===== src/rtl/ser_tx_pkg.sv =====
// rtl/ser_tx_pkg.sv - shared state encoding and constants for ser_tx_sched (SER_TX_SCHED_PARITY_EN adds PARITY)
package ser_tx_pkg;

    localparam int DIV_MIN_DEF = 2;
    localparam int DATA_BITS   = 8;

    // Explicit codes keep IDLE..STOP stable whether or not PARITY exists.
    typedef enum logic [2:0] {
        ST_IDLE   = 3'd0,
        ST_START  = 3'd1,
        ST_DATA   = 3'd2,
        ST_STOP   = 3'd3
`ifdef SER_TX_SCHED_PARITY_EN
        , ST_PARITY = 3'd4
`endif
    } state_t;

endpackage


===== src/rtl/ser_tx_shift.sv =====
// rtl/ser_tx_shift.sv - shift register, baud and bit counters for one frame (SER_TX_SCHED_PARITY_EN adds parity bit)
module ser_tx_shift
    import ser_tx_pkg::*;
(
    input  logic        clk,
    input  logic        reset,
    input  logic        load,
    input  logic [7:0]  data,
    input  logic [31:0] div,
    input  logic [2:0]  state,
    output logic        ser_tx,
    output logic        done
);

    logic [31:0] div_q;
    logic [31:0] baud_cnt;
    logic [7:0]  shreg;
    logic [2:0]  bit_cnt;
    logic        baud_zero;
`ifdef SER_TX_SCHED_PARITY_EN
    logic        par_q;
`endif

    assign baud_zero = (baud_cnt == 32'd0);

    always_ff @(posedge clk) begin
        if (reset) begin
            div_q    <= 32'd0;
            baud_cnt <= 32'd0;
            shreg    <= 8'd0;
            bit_cnt  <= 3'd0;
        end else if (load) begin
            div_q    <= div;
            baud_cnt <= div - 32'd1;
            shreg    <= data;
            bit_cnt  <= 3'd0;
        end else if (state != ST_IDLE) begin
            if (baud_zero) begin
                baud_cnt <= div_q - 32'd1;
                if (state == ST_DATA) begin
                    shreg   <= {1'b0, shreg[7:1]};
                    bit_cnt <= bit_cnt + 3'd1;
                end
            end else begin
                baud_cnt <= baud_cnt - 32'd1;
            end
        end
    end

`ifdef SER_TX_SCHED_PARITY_EN
    always_ff @(posedge clk) begin
        if (reset) begin
            par_q <= 1'b0;
        end else if (load) begin
            par_q <= ^data;
        end
    end
`endif

    // DATA only completes after the last of its bits has run its full period.
    assign done = (state != ST_IDLE) && baud_zero &&
                  ((state != ST_DATA) || (bit_cnt == 3'(DATA_BITS - 1)));

    always_comb begin
        ser_tx = 1'b1;
        case (state)
            ST_START:  ser_tx = 1'b0;
            ST_DATA:   ser_tx = shreg[0];
`ifdef SER_TX_SCHED_PARITY_EN
            ST_PARITY: ser_tx = par_q;
`endif
            default:   ser_tx = 1'b1;
        endcase
    end

endmodule


===== src/rtl/ser_tx_sched.sv =====
// rtl/ser_tx_sched.sv - round-robin byte arbiter driving a UART-style serial line (SER_TX_SCHED_PARITY_EN adds parity)
module ser_tx_sched
    import ser_tx_pkg::*;
#(
    parameter int NREQ    = 2,
    parameter int DIV_MIN = DIV_MIN_DEF
) (
    input  logic                clk,
    input  logic                reset,
    input  logic [31:0]         cfg_div,
    input  logic [NREQ-1:0]     req_valid,
    input  logic [8*NREQ-1:0]   req_data,
    output logic [NREQ-1:0]     req_ready,
    output logic [1:0]          grant_id,
    output logic                busy,
    output logic                ser_tx
);

    state_t      state_q;
    state_t      state_d;
    logic [1:0]  last_grant;
    logic [1:0]  pick_idx;
    logic        pick_found;
    logic [3:0]  valid_pad;
    logic [2:0]  cand;
    logic [7:0]  data_sel;
    logic [31:0] div_eff;
    logic        accept;
    logic        shift_done;

    // Search starts one past the last winner so every requester gets a turn.
    always_comb begin
        valid_pad  = 4'(req_valid);
        pick_found = 1'b0;
        pick_idx   = 2'd0;
        cand       = 3'd0;
        for (int k = 1; k <= NREQ; k++) begin
            cand = {1'b0, last_grant} + 3'(k);
            if (cand >= 3'(NREQ)) begin
                cand = cand - 3'(NREQ);
            end
            if (!pick_found && valid_pad[cand[1:0]]) begin
                pick_found = 1'b1;
                pick_idx   = cand[1:0];
            end
        end
    end

    assign accept = (state_q == ST_IDLE) && !reset && pick_found;

    always_comb begin
        req_ready = '0;
        data_sel  = 8'd0;
        for (int i = 0; i < NREQ; i++) begin
            req_ready[i] = accept && (pick_idx == 2'(i));
            if (pick_idx == 2'(i)) begin
                data_sel = req_data[8*i +: 8];
            end
        end
    end

    assign div_eff = (cfg_div < 32'(DIV_MIN)) ? 32'(DIV_MIN) : cfg_div;

    always_comb begin
        state_d = state_q;
        case (state_q)
            ST_IDLE:   if (accept)     state_d = ST_START;
            ST_START:  if (shift_done) state_d = ST_DATA;
`ifdef SER_TX_SCHED_PARITY_EN
            ST_DATA:   if (shift_done) state_d = ST_PARITY;
            ST_PARITY: if (shift_done) state_d = ST_STOP;
`else
            ST_DATA:   if (shift_done) state_d = ST_STOP;
`endif
            ST_STOP:   if (shift_done) state_d = ST_IDLE;
            default:   state_d = ST_IDLE;
        endcase
    end

    always_ff @(posedge clk) begin
        if (reset) begin
            state_q    <= ST_IDLE;
            last_grant <= 2'(NREQ - 1);
            grant_id   <= 2'd0;
        end else begin
            state_q <= state_d;
            if (accept) begin
                last_grant <= pick_idx;
                grant_id   <= pick_idx;
            end
        end
    end

    assign busy = (state_q != ST_IDLE);

    ser_tx_shift u_shift (
        .clk    (clk),
        .reset  (reset),
        .load   (accept),
        .data   (data_sel),
        .div    (div_eff),
        .state  (state_q),
        .ser_tx (ser_tx),
        .done   (shift_done)
    );

endmodule


===== config.mk =====
export PLATFORM = sky130hd
export DESIGN_NAME = ser_tx_sched
export DESIGN_NICKNAME = d
export VERILOG_FILES = /design/src/rtl/ser_tx_pkg.sv /design/src/rtl/ser_tx_shift.sv /design/src/rtl/ser_tx_sched.sv
export SDC_FILE = /design/constraint.sdc
export NUM_CORES = 1
export LEC_CHECK = 0
export CORE_MARGIN = 4
export CORE_UTILIZATION = 60
export CTS_CLUSTER_SIZE = 24
export DETAILED_ROUTE_END_ITERATION = 10
export PLACE_DENSITY = 0.86
export SYNTH_ARGS = -nofsm -noshare
export SYNTH_HDL_FRONTEND = slang
export SYNTH_SLANG_ARGS = --single-unit

===== constraint.sdc =====
create_clock -name clk -period 5.45 [get_ports clk]
set_input_delay 0.545 -clock clk [delete_from_list [all_inputs] [get_ports clk]]
set_output_delay 0.545 -clock clk [all_outputs]
set_load 0.005 [all_outputs]

Yosys cells after proc, flatten, opt, wreduce, memory -nomap -nowiden
Index checks and enable logic that the tools add are counted.
{ "word_totals": {"reg_bits": 82, "latchBits": 0, "mem_bits_rw": 0, "mem_bits_ro": 0, "inputBits": 52, "output_inout_bits": 6, "word_cells": 77, "mem_count": 0} }
{ "op_classes": {"add_sub_neg": 8, "n_mul": 0, "n_div": 0, "magnitude_cmp": 5, "eq_ne": 10, "shifts": 0, "mux": 26, "n_bitwise": 0, "reduce_logical": 21} }
{ "ops": {"columns": ["operator", "n"], "rows": [
  ["$mux W32", 4],
  ["$sub A32 B1 Y32 const B", 3],
  ["$mux W8", 6],
  ["$logic_not A32 Y1", 1],
  ["$lt A32 B2 Y1 const B", 1],
  ["$mux W3", 4],
  ["$pmux W3 S4", 1],
  ["$mux W2", 4],
  ["$ne A2 B2 Y1 const B", 4],
  ["$logic_and A1 B1 Y1", 7],
  ["$eq A3 B2 Y1 const B", 2],
  ["$ge A3 B2 Y1 const B", 2],
  ["$lt A2 B3 Y1 const B", 2],
  ["$reduce_and A3 Y1", 2],
  ["$reduce_bool A2 Y1", 3],
  ["$bmux W1 S2", 2],
  ["$mux W1", 4],
  ["$reduce_and A4 Y1", 1],
  ["$sub A2 B2 Y2 const B", 2],
  ["$add A2 B1 Y3 const B", 1],
  ["$add A2 B2 Y3 const B", 1],
  ["$add A3 B1 Y3 const B", 1],
  ["$eq A3 B1 Y1 const B", 1],
  ["$eq A3 B3 Y1 const B", 1],
  ["9 further kinds", 10]
]} }

Depth between registers and ports, before layout
Gate-level depths: netlist of run 1.
{ "logic_depth": {"ltp_word": 13, "mapped_depth": 15} }

By module
Synthesis of run 1 repeated with hierarchy kept, for this count alone.
{ "hier_totals": {"cells_unflattened": 623, "hier_area_um2": 4789.6} }
{ "by_module_without_submodules": {"columns": ["module", "instances", "cells_each", "area_each_um2"], "rows": [
  ["ser_tx_shift", 1, 537, 4215.3],
  ["ser_tx_sched", 1, 86, 574.3]
]} }

Worst setup path before layout of run 1
OpenSTA, ideal clock, no wires.
{ "synth_timing": {"kind": "in2reg", "start": "in req_valid[1]", "end": "reg u_shift.baud_cnt[12]", "setup_time_ps": 86, "arrival_time_ps": 3387, "t_required_ps": 5364, "setup_slack_ps": 1978, "path_stages": 13, "path_cell_list": "o21ba_1 > o211a_1 > buf_2 > buf_6 > clkbuf_1 > a311o_1 > o31ai_1 > ha_1 > and4_1 > clkbuf_1 > or4b_2 > xnor2_1 > a211oi_1"} }
{ "synth_between": {"elab_chain_cells": 8} }
{ "synth_lines": {"columns": ["element", "line_no", "rtl"], "rows": [
  ["start, declared", "ser_tx_sched.sv:11", "input logic [NREQ-1:0] req_valid,"],
  ["$bmux W1 S2", "ser_tx_sched.sv:42", "if (!pick_found && valid_pad[cand[1:0]]) begin"],
  ["$mux W1 (not written as such)", "ser_tx_sched.sv:42", null],
  ["$mux W1", "ser_tx_sched.sv:42", null],
  ["$logic_not A1 Y1", "ser_tx_sched.sv:42", null],
  ["$logic_and A1 B1 Y1", "ser_tx_sched.sv:42", null],
  ["$mux W1 (*)", "ser_tx_sched.sv:42", null],
  ["$logic_and A1 B1 Y1 (*)", "ser_tx_sched.sv:49", "assign accept = (state_q == ST_IDLE) && !reset && pick_found;"],
  ["$mux W32 / $reduce_bool A2 Y1 (equally long branches)", null, null],
  ["end signal, assigned", "ser_tx_shift.sv:34", "baud_cnt <= div - 32'd1;"],
  ["end signal, assigned", "ser_tx_shift.sv:39", "baud_cnt <= div_q - 32'd1;"],
  ["end signal, assigned", "ser_tx_shift.sv:45", "baud_cnt <= baud_cnt - 32'd1;"],
  ["end, declared", "ser_tx_shift.sv:16", "logic [31:0] baud_cnt;"]
]} }
Mark *: on every way between the ends. The rest lies on a longest branch, timed or not. The select of a mux whose other input is x is not followed.
A chain may end at the register's enable or synchronous reset.

Worst setup path after layout of run 1
{ "layout_timing": {"start": "reg state_q[0]", "end": "reg u_shift.baud_cnt[12]"} }
{ "layout_between": {"elab_chain_cells": 4} }
{ "layout_lines": {"columns": ["element", "line_no", "rtl"], "rows": [
  ["start, declared", "ser_tx_sched.sv:19", "state_t state_q;"],
  ["start signal, assigned", "ser_tx_sched.sv:86", "state_q <= state_d;"],
  ["$logic_not A3 Y1", "ser_tx_sched.sv:49", null],
  ["$logic_and A1 B1 Y1 (2 in a row)", "ser_tx_sched.sv:49", null],
  ["$mux W32 / $reduce_bool A2 Y1 (equally long branches)", null, null]
]} }
Several ways; a longest one is shown, not always the timed one.

==> results of run 1 <==
==> final timing paths <==
check,end,startpoint,depth (start not counted),slack [ns]
hold reg to reg,u_shift.div_q[26],u_shift.div_q[26],2,0.46
setup / recovery,u_shift.baud_cnt[12],state_q[0],9,1.39
hold / removal,u_shift.div_q[26],u_shift.div_q[26],2,0.46
setup reg to reg,u_shift.baud_cnt[12],state_q[0],9,1.39
==> cells in the mapped netlist (2+ instances only) <==
cell type,instances,area share
nand4_1,14,0.020
or4_4,2,0.0051
o21ai_2,2,0.0039
xor2_1,5,0.0098
and2_1,6,0.0084
and4_1,6,0.012
a211oi_1,22,0.037
nand3_1,7,0.0079
buf_1,2,0.0017
buf_2,7,0.0079
or4_1,2,0.0034
clkbuf_1,31,0.026
mux2i_1,13,0.029
o31ai_1,4,0.0067
a31o_2,6,0.012
or2_2,4,0.0056
nand2_1,83,0.070
a311oi_1,16,0.031
or3_1,2,0.0028
nor3_1,11,0.012
ha_1,8,0.022
dfxtp_1,80,0.36
a31oi_1,14,0.020
nor2_1,66,0.056
o21ai_0,16,0.018
o21ai_1,6,0.0067
xnor2_1,10,0.020
inv_1,6,0.0051
o21a_1,3,0.0051
nor4_1,19,0.027
o21bai_1,3,0.0051
a21oi_1,61,0.069
a311o_1,11,0.025
and3_1,4,0.0056
buf_4,2,0.0034
==> per-stage QoR <==
stage                     utilization  power (µW)  cells  worst slack, ns
final                           0.717        2720    706             1.39
after CTS                       0.717        2690    706             1.45
after global placement          0.694        2250    690             1.34
after detailed placement        0.694        2300    690             1.16
after floorplan                     -        1970    572             1.98
after global routing            0.717        2920    706             1.24
==> power by group <==
group	internal, µW	total, µW	switching, µW	leakage, µW
registers	776	922	146	0.000660
logic	538	1410	874	0.00113
clock network	165	383	218	0.0000793
total	1480	2720	1240	0.00187
==> tightest hold or removal path: stages, from the launching register on <==
cell and delay, ns:
dfxtp_1 0.31, nand2_1 0.05, a21oi_1 0.05
==> cell families after synthesis <==
group | Yosys count | synth area share
adders and majority gates | 8 | 0.0225
buffers and inverters | 49 | 0.0467
muxes | 13 | 0.0292
AOI/OAI and AO/OA | 174 | 0.259
DFF | 80 | 0.360
xor gates and xnor gates | 15 | 0.0295
and+or+nand+nor | 233 | 0.253
==> registers in the layout, indices dropped and copies added (netlist names) <==
name              flops
grant_id              2
u_shift.div_q        32
last_grant            1
u_shift.bit_cnt       3
u_shift.baud_cnt     32
state_q               2
u_shift.shreg         8
==> final cells by class <==
cell class | instances | area (µm²)
repair buffers | 62 | 603
clock inverters | 5 | 33.8
flip-flops and latches | 80 | 1600
multi-input cells | 443 | 2650
fillers | 612 | 2040
clock buffers | 11 | 131
inverters | 6 | 22.5
well taps | 99 | 124
==> per-layer routing <==
layer	up-vias	wire length, µm	track usage
met5	-	0	0
met4	0	414	0.132
met3	45	957	0.0513
met2	225	5640	0.470
met1	2126	5110	0.352
li1	2171	-	-
==> summary.md, run 1 <==
| Metric | Value |
|---|---|
| I/O Buffers | `57` |
| P per Cell Area | `525 nW/µm²` |
| CTS H-tree depth | `3` |
| Distinct cell type count of the synthesized netlist | `53` |
| VDD IR max | `0.290 mV` |
| GP Congestion | `0.918` |
| I/O Pins | `58` |
| Die X | `94.1 µm` |
| Hold WC Path Type | `flip-flop to flip-flop` |
| Cell Chain, Critical Path | `inv_1 -> ha_1 -> o211a_1 -> mux2i_1 -> o21a_1 -> and4_1 -> or4b_2 -> xnor2_1 -> a211oi_1` |
| Crit path max-delay family | `compound AO/OA/AOI/OAI gates` |
| Max Transition Viols Final | `0` |
| Wire per inst | `17.2 µm` |
| Largest net degree at the start of global routing | `75` |
| Post-route clock period utilization | `0.744` |
| Commonest non-fill, non-tap cell in the layout | `nand2_1` |
| Critical path capture point type | `flip-flop` |
| Sequential area share after synthesis | `0.360` |
| Primary FF master, synth | `dfxtp_1` |
| Worst path arrival time | `4.32 ns` |
| CP required | `5.72 ns` |
| Slowest cell on crit path | `o211a_1` |
| Bufs on Longest Clock Path | `2` |
| EDFF count, synth | `0` |
| Remaining DRCs | `0` |
| Setup_tns | `0 ns` |
| Share of layout cells above drive strength 1 | `0.0675` |
| Nets | `662` |
| Most frequent cells in the layout | `nand2_1 (82), dfxtp_1 (80), nor2_1 (66)` |
| Outcome | `complete, no violations` |
| DRT iter0 DRCs | `317` |
| Fin area | `5170 µm²` |
| Clk sinks | `80` |
| Cell Area, Synth | `4450 µm²` |
| Vias per cell | `6.47` |
| Placement Cell Area | `5000 µm²` |
| # diodes | `0` |
| DRT antenna net count | `0` |
| Root cell of the clock tree | `clkbuf_8` |
| Number of global-route vias before repair | `4333` |
| Yosys warning count | `0` |
| TritonCTS clock tree | `yes` |
| Post-CTS Setup Inserts | `0` |
| Detailed Routing Iterations Pass 1 | `5` |
| Clock skew | `0.00959 ns` |
| Via count | `4567` |
| MaxCap Viol Count | `0` |
| Die area | `8860 µm²` |
| Endpoints failing setup | `0` |
| Core area | `7210 µm²` |
| CP max stage delay | `0.90 ns` |
| Maximum clock frequency | `247 MHz` |
| Initial antenna violation count | `0` |
| Final hold vios | `0` |
| Clock latency on the worst-skew pair | `0.36 ns` |
| Initial Util | `0.617` |
| Hold-fix buffer count after cts | `0` |
| RSZ-0062 raised after global routing | `false` |
| Syn_nets | `632` |
| Final hold slack | `0.460 ns` |
| Tmin final | `4.06 ns` |
| Number of cells produced by synthesis | `572` |
| Synthesis-to-layout area growth | `16.1%` |
| Async S/R FF share, synth | `0` |
| Clk slew on worst S/H paths | `0.08 ns` |
| Worst setup SP type | `flip-flop` |
| Post-synthesis register bit count | `80` |
| Slew @ Worst Pin | `1.12 ns` |
| Average size of a mapped cell | `7.78 µm²` |
| Gr usage total | `0.282` |
| Die H | `94.1 µm` |
| WL final | `12.1 mm` |
| Leak pwr | `0.00187 µW` |
| CTS buffer count | `9` |
| Top fanout value on the critical path | `29` |
| Type of the worst setup path | `flip-flop to flip-flop` |
| CP Buf/Inv Count | `1` |
| Site Rows | `31` |
| First-pass GRT wire length | `20.1 mm` |
| Max_slew headroom | `0.248` |
| Post_cts resized | `0` |
| Hpwl dp | `8.22 mm` |
| Total congestion overflow | `0` |
No activity file was read; power rests on OpenSTA's default activity.
==> run 2: changes to the inputs <==
--- a/config.mk
+++ b/config.mk
@@ -6,10 +6,10 @@
 export NUM_CORES = 1
 export LEC_CHECK = 0
 export CORE_MARGIN = 4
-export CORE_UTILIZATION = 60
+export CORE_UTILIZATION = 50
 export CTS_CLUSTER_SIZE = 24
 export DETAILED_ROUTE_END_ITERATION = 10
-export PLACE_DENSITY = 0.86
+export PLACE_DENSITY = 0.76
 export SYNTH_ARGS = -nofsm -noshare
 export SYNTH_HDL_FRONTEND = slang
 export SYNTH_SLANG_ARGS = --single-unit
==> constraint.sdc (replaced) <==
create_clock -name clk -period 3.6 [get_ports clk]
set_input_delay 0.36 -clock clk [delete_from_list [all_inputs] [get_ports clk]]
set_output_delay 0.36 -clock clk [all_outputs]
set_load 0.005 [all_outputs]
==> summary.md, run 2 (synthesis results as in run 1) <==
| Metric | Value |
|---|---|
| Post-route clock period utilization | `0.927 (+0.183)` |
| Bufs on Longest Clock Path | `2 (unchanged)` |
| Min-delay src | `reset` |
| Type of the worst setup path | `flip-flop to flip-flop` |
| CP required | `3.89 ns (-1.83 ns)` |
| CTS H-tree depth | `3 (unchanged)` |
| Cell Chain, Critical Path | `nor4_1 -> and4_1 -> buf_4 -> a31oi_1 -> a21oi_1 -> or4_4 -> or4_4 -> or4_1 -> a31oi_1` |
| Regs by FF count | `u_shift.baud_cnt x32, u_shift.div_q x32, u_shift.shreg x8` |
| Detailed Routing Iterations Pass 1 | `5 (unchanged)` |
| DRT antenna net count | `0 (unchanged)` |
| Leak pwr | `0.00206 µW (+10%)` |
| Hold WC Path Type | `primary input to flip-flop` |
| GP Congestion | `0.937 (+2.0%)` |
| Fillers | `798 (+30%)` |
| Setup WS pre-CTS | `-0.0417 ns (-1.21 ns)` |
| Die H | `102 µm (+8.7%)` |
| Initial Util | `0.513 (-0.104)` |
| WL final | `12.8 mm (+5.6%)` |
| DRT met1 WL | `5.48 mm (+7.1%)` |
| # diodes | `0 (unchanged)` |
| Final hold vios | `0 (unchanged)` |
| VDD IR max | `0.314 mV (+8.5%)` |
| Commonest non-fill, non-tap cell in the layout | `nand2_1` |
| Post_cts resized | `0 (unchanged)` |
| Hold-fix buffer count after cts | `0 (unchanged)` |
| Max_slew headroom | `0.221 (-0.0272)` |
| Number of global-route vias before repair | `4349 (+0.37%)` |
| Clock skew | `0.00558 ns (-0.00401 ns)` |
| Clock latency on the worst-skew pair | `0.35 ns (about the same)` |
| Post-CTS Setup Inserts | `0 (unchanged)` |
| Largest net degree at the start of global routing | `75 (unchanged)` |
| Slew @ Worst Pin | `1.16 ns (+0.0407 ns)` |
| Maximum clock frequency | `300 MHz (+21%)` |
| P per Cell Area | `813 nW/µm² (+55%)` |
| Critical path capture point type | `flip-flop` |
| R2R Path Start | `u_shift.baud_cnt[15]` |
| Slowest cell on crit path | `or4_4` |
| Die area | `10500 µm² (+18%)` |
| Total congestion overflow | `0 (unchanged)` |
| Share of layout cells above drive strength 1 | `0.116 (+0.0481)` |
| Max Transition Viols Final | `0 (unchanged)` |
| Clk sinks | `80 (unchanged)` |
| I/O Pins | `58 (unchanged)` |
| Outcome | `complete, no violations` |
| Die X | `102 µm (+8.7%)` |
| First-pass GRT wire length | `20.9 mm (+4.4%)` |
| CP max stage delay | `0.60 ns (-0.30 ns)` |
| Site Rows | `34 (+9.7%)` |
| Top Metal Used | `met4` |
| Root cell of the clock tree | `clkbuf_8` |
| TritonCTS clock tree | `yes` |
| Initial antenna violation count | `0 (unchanged)` |
| Synthesis-to-layout area growth | `23.0%` |
| DRT iter0 DRCs | `286 (-9.8%)` |
| Fin cells | `748 (+5.9%)` |
| Endpoints failing setup | `0 (unchanged)` |
| Nets | `695 (+5.0%)` |
| Tmin final | `3.34 ns (-0.717 ns)` |
| Met3 Wirelength | `802 µm (-16%)` |
| Metal2 WL | `6.12 mm (+8.6%)` |
| Most frequent cells in the layout | `nand2_1 (82), dfxtp_1 (80), nor2_1 (66)` |
| I/O Buffers | `57 (unchanged)` |
| Worst setup SP type | `flip-flop` |
| Wire per inst | `17.1 µm (-0.36%)` |
| CP Buf/Inv Count | `1 (unchanged)` |
| R2r setup slk | `0.26 ns (-1.13 ns)` |
| Crit path max-delay family | `simple AND/OR/NAND/NOR gates` |
| MaxCap Viol Count | `0 (unchanged)` |
| Clk slew on worst S/H paths | `0.08 ns (about the same)` |
| Via count | `4607 (+0.88%)` |
| CTS buffer count | `9 (unchanged)` |
| RSZ-0062 raised after global routing | `false` |
| Worst setup startpoint | `u_shift.baud_cnt[15]` |
| Hpwl dp | `9.17 mm (+12%)` |
| Inst Count DP | `732 (+6.1%)` |
| Total Power | `4450 µW (+64%)` |
| Vias per cell | `6.16 (-4.8%)` |
| Worst path arrival time | `3.63 ns (-0.69 ns)` |
| Gr usage total | `0.252 (-0.0307)` |
| Setup ws final | `0.262 ns (-1.13 ns)` |
| Top fanout value on the critical path | `15 (-48%)` |
| Remaining DRCs | `0 (unchanged)` |
| Core area | `8680 µm² (+20%)` |
==> run 2: cell count changes in the layout (fill, tap and decap cells not counted) <==
| cell | delta |
|---|---|
| clkinvlp_4 | -2 |
| buf_4 | +32 |
| clkbuf_8 | +2 |
| bufinv_16 | +1 |
| clkinv_4 | -1 |
| buf_12 | +1 |
==> run 2: metrics by stage <==
stage / util / TNS, ns / hold slack [ns] / area, µm²
5_1_grt: 0.631 / 0 / 0.402 / 5480
3_3_place_gp: 0.608 / 0 / 0.445 / 5280
6_report: 0.631 / 0 / 0.401 / 5480
4_1_cts: 0.631 / 0 / 0.389 / 5480
3_5_place_dp: 0.608 / -0.0555 / 0.450 / 5280
2_1_floorplan: - / 0 / 0.436 / 4450
==> run 2: per-layer routing <==
layer | vias to the layer above | GRT usage
met1 | 2182 | 0.318
met4 | 0 | 0.123
met3 | 30 | 0.0403
met2 | 158 | 0.416
li1 | 2237 | -
met5 | - | 0
==> run 2: path summary, 6_finish.rpt <==
| kind | to | cells past startpoint |
|---|---|---|
| setup / recovery | u_shift.baud_cnt[26] | 9 |
| hold / removal | last_grant[0] | 3 |
| setup reg to reg | u_shift.baud_cnt[26] | 9 |
| hold reg to reg | u_shift.div_q[16] | 2 |
==> run 2: cell type report <==
type                    count  area, µm²  share of cell area
inverters                   6       22.5             0.00411
multi-input cells         443       2650               0.485
clock buffers              13        159              0.0290
repair buffers             95        863               0.158
clock inverters             3       40.0             0.00731
well taps                 108        135              0.0247
flip-flops and latches     80       1600               0.293
==> run 2: power breakdown <==
part	internal [µW]	leakage (µW)	switching [µW]
logic	998	0.00130	1370
registers	1170	0.000660	225
clock network	357	0.000103	326
==> run 2: tightest hold or removal path, delay by kind of cell <==
| family | cells | cell delay [ns] |
|---|---|---|
| and+or+nand+nor | 1 | 0.11 |
| buffers and inverters | 2 | 0.26 |
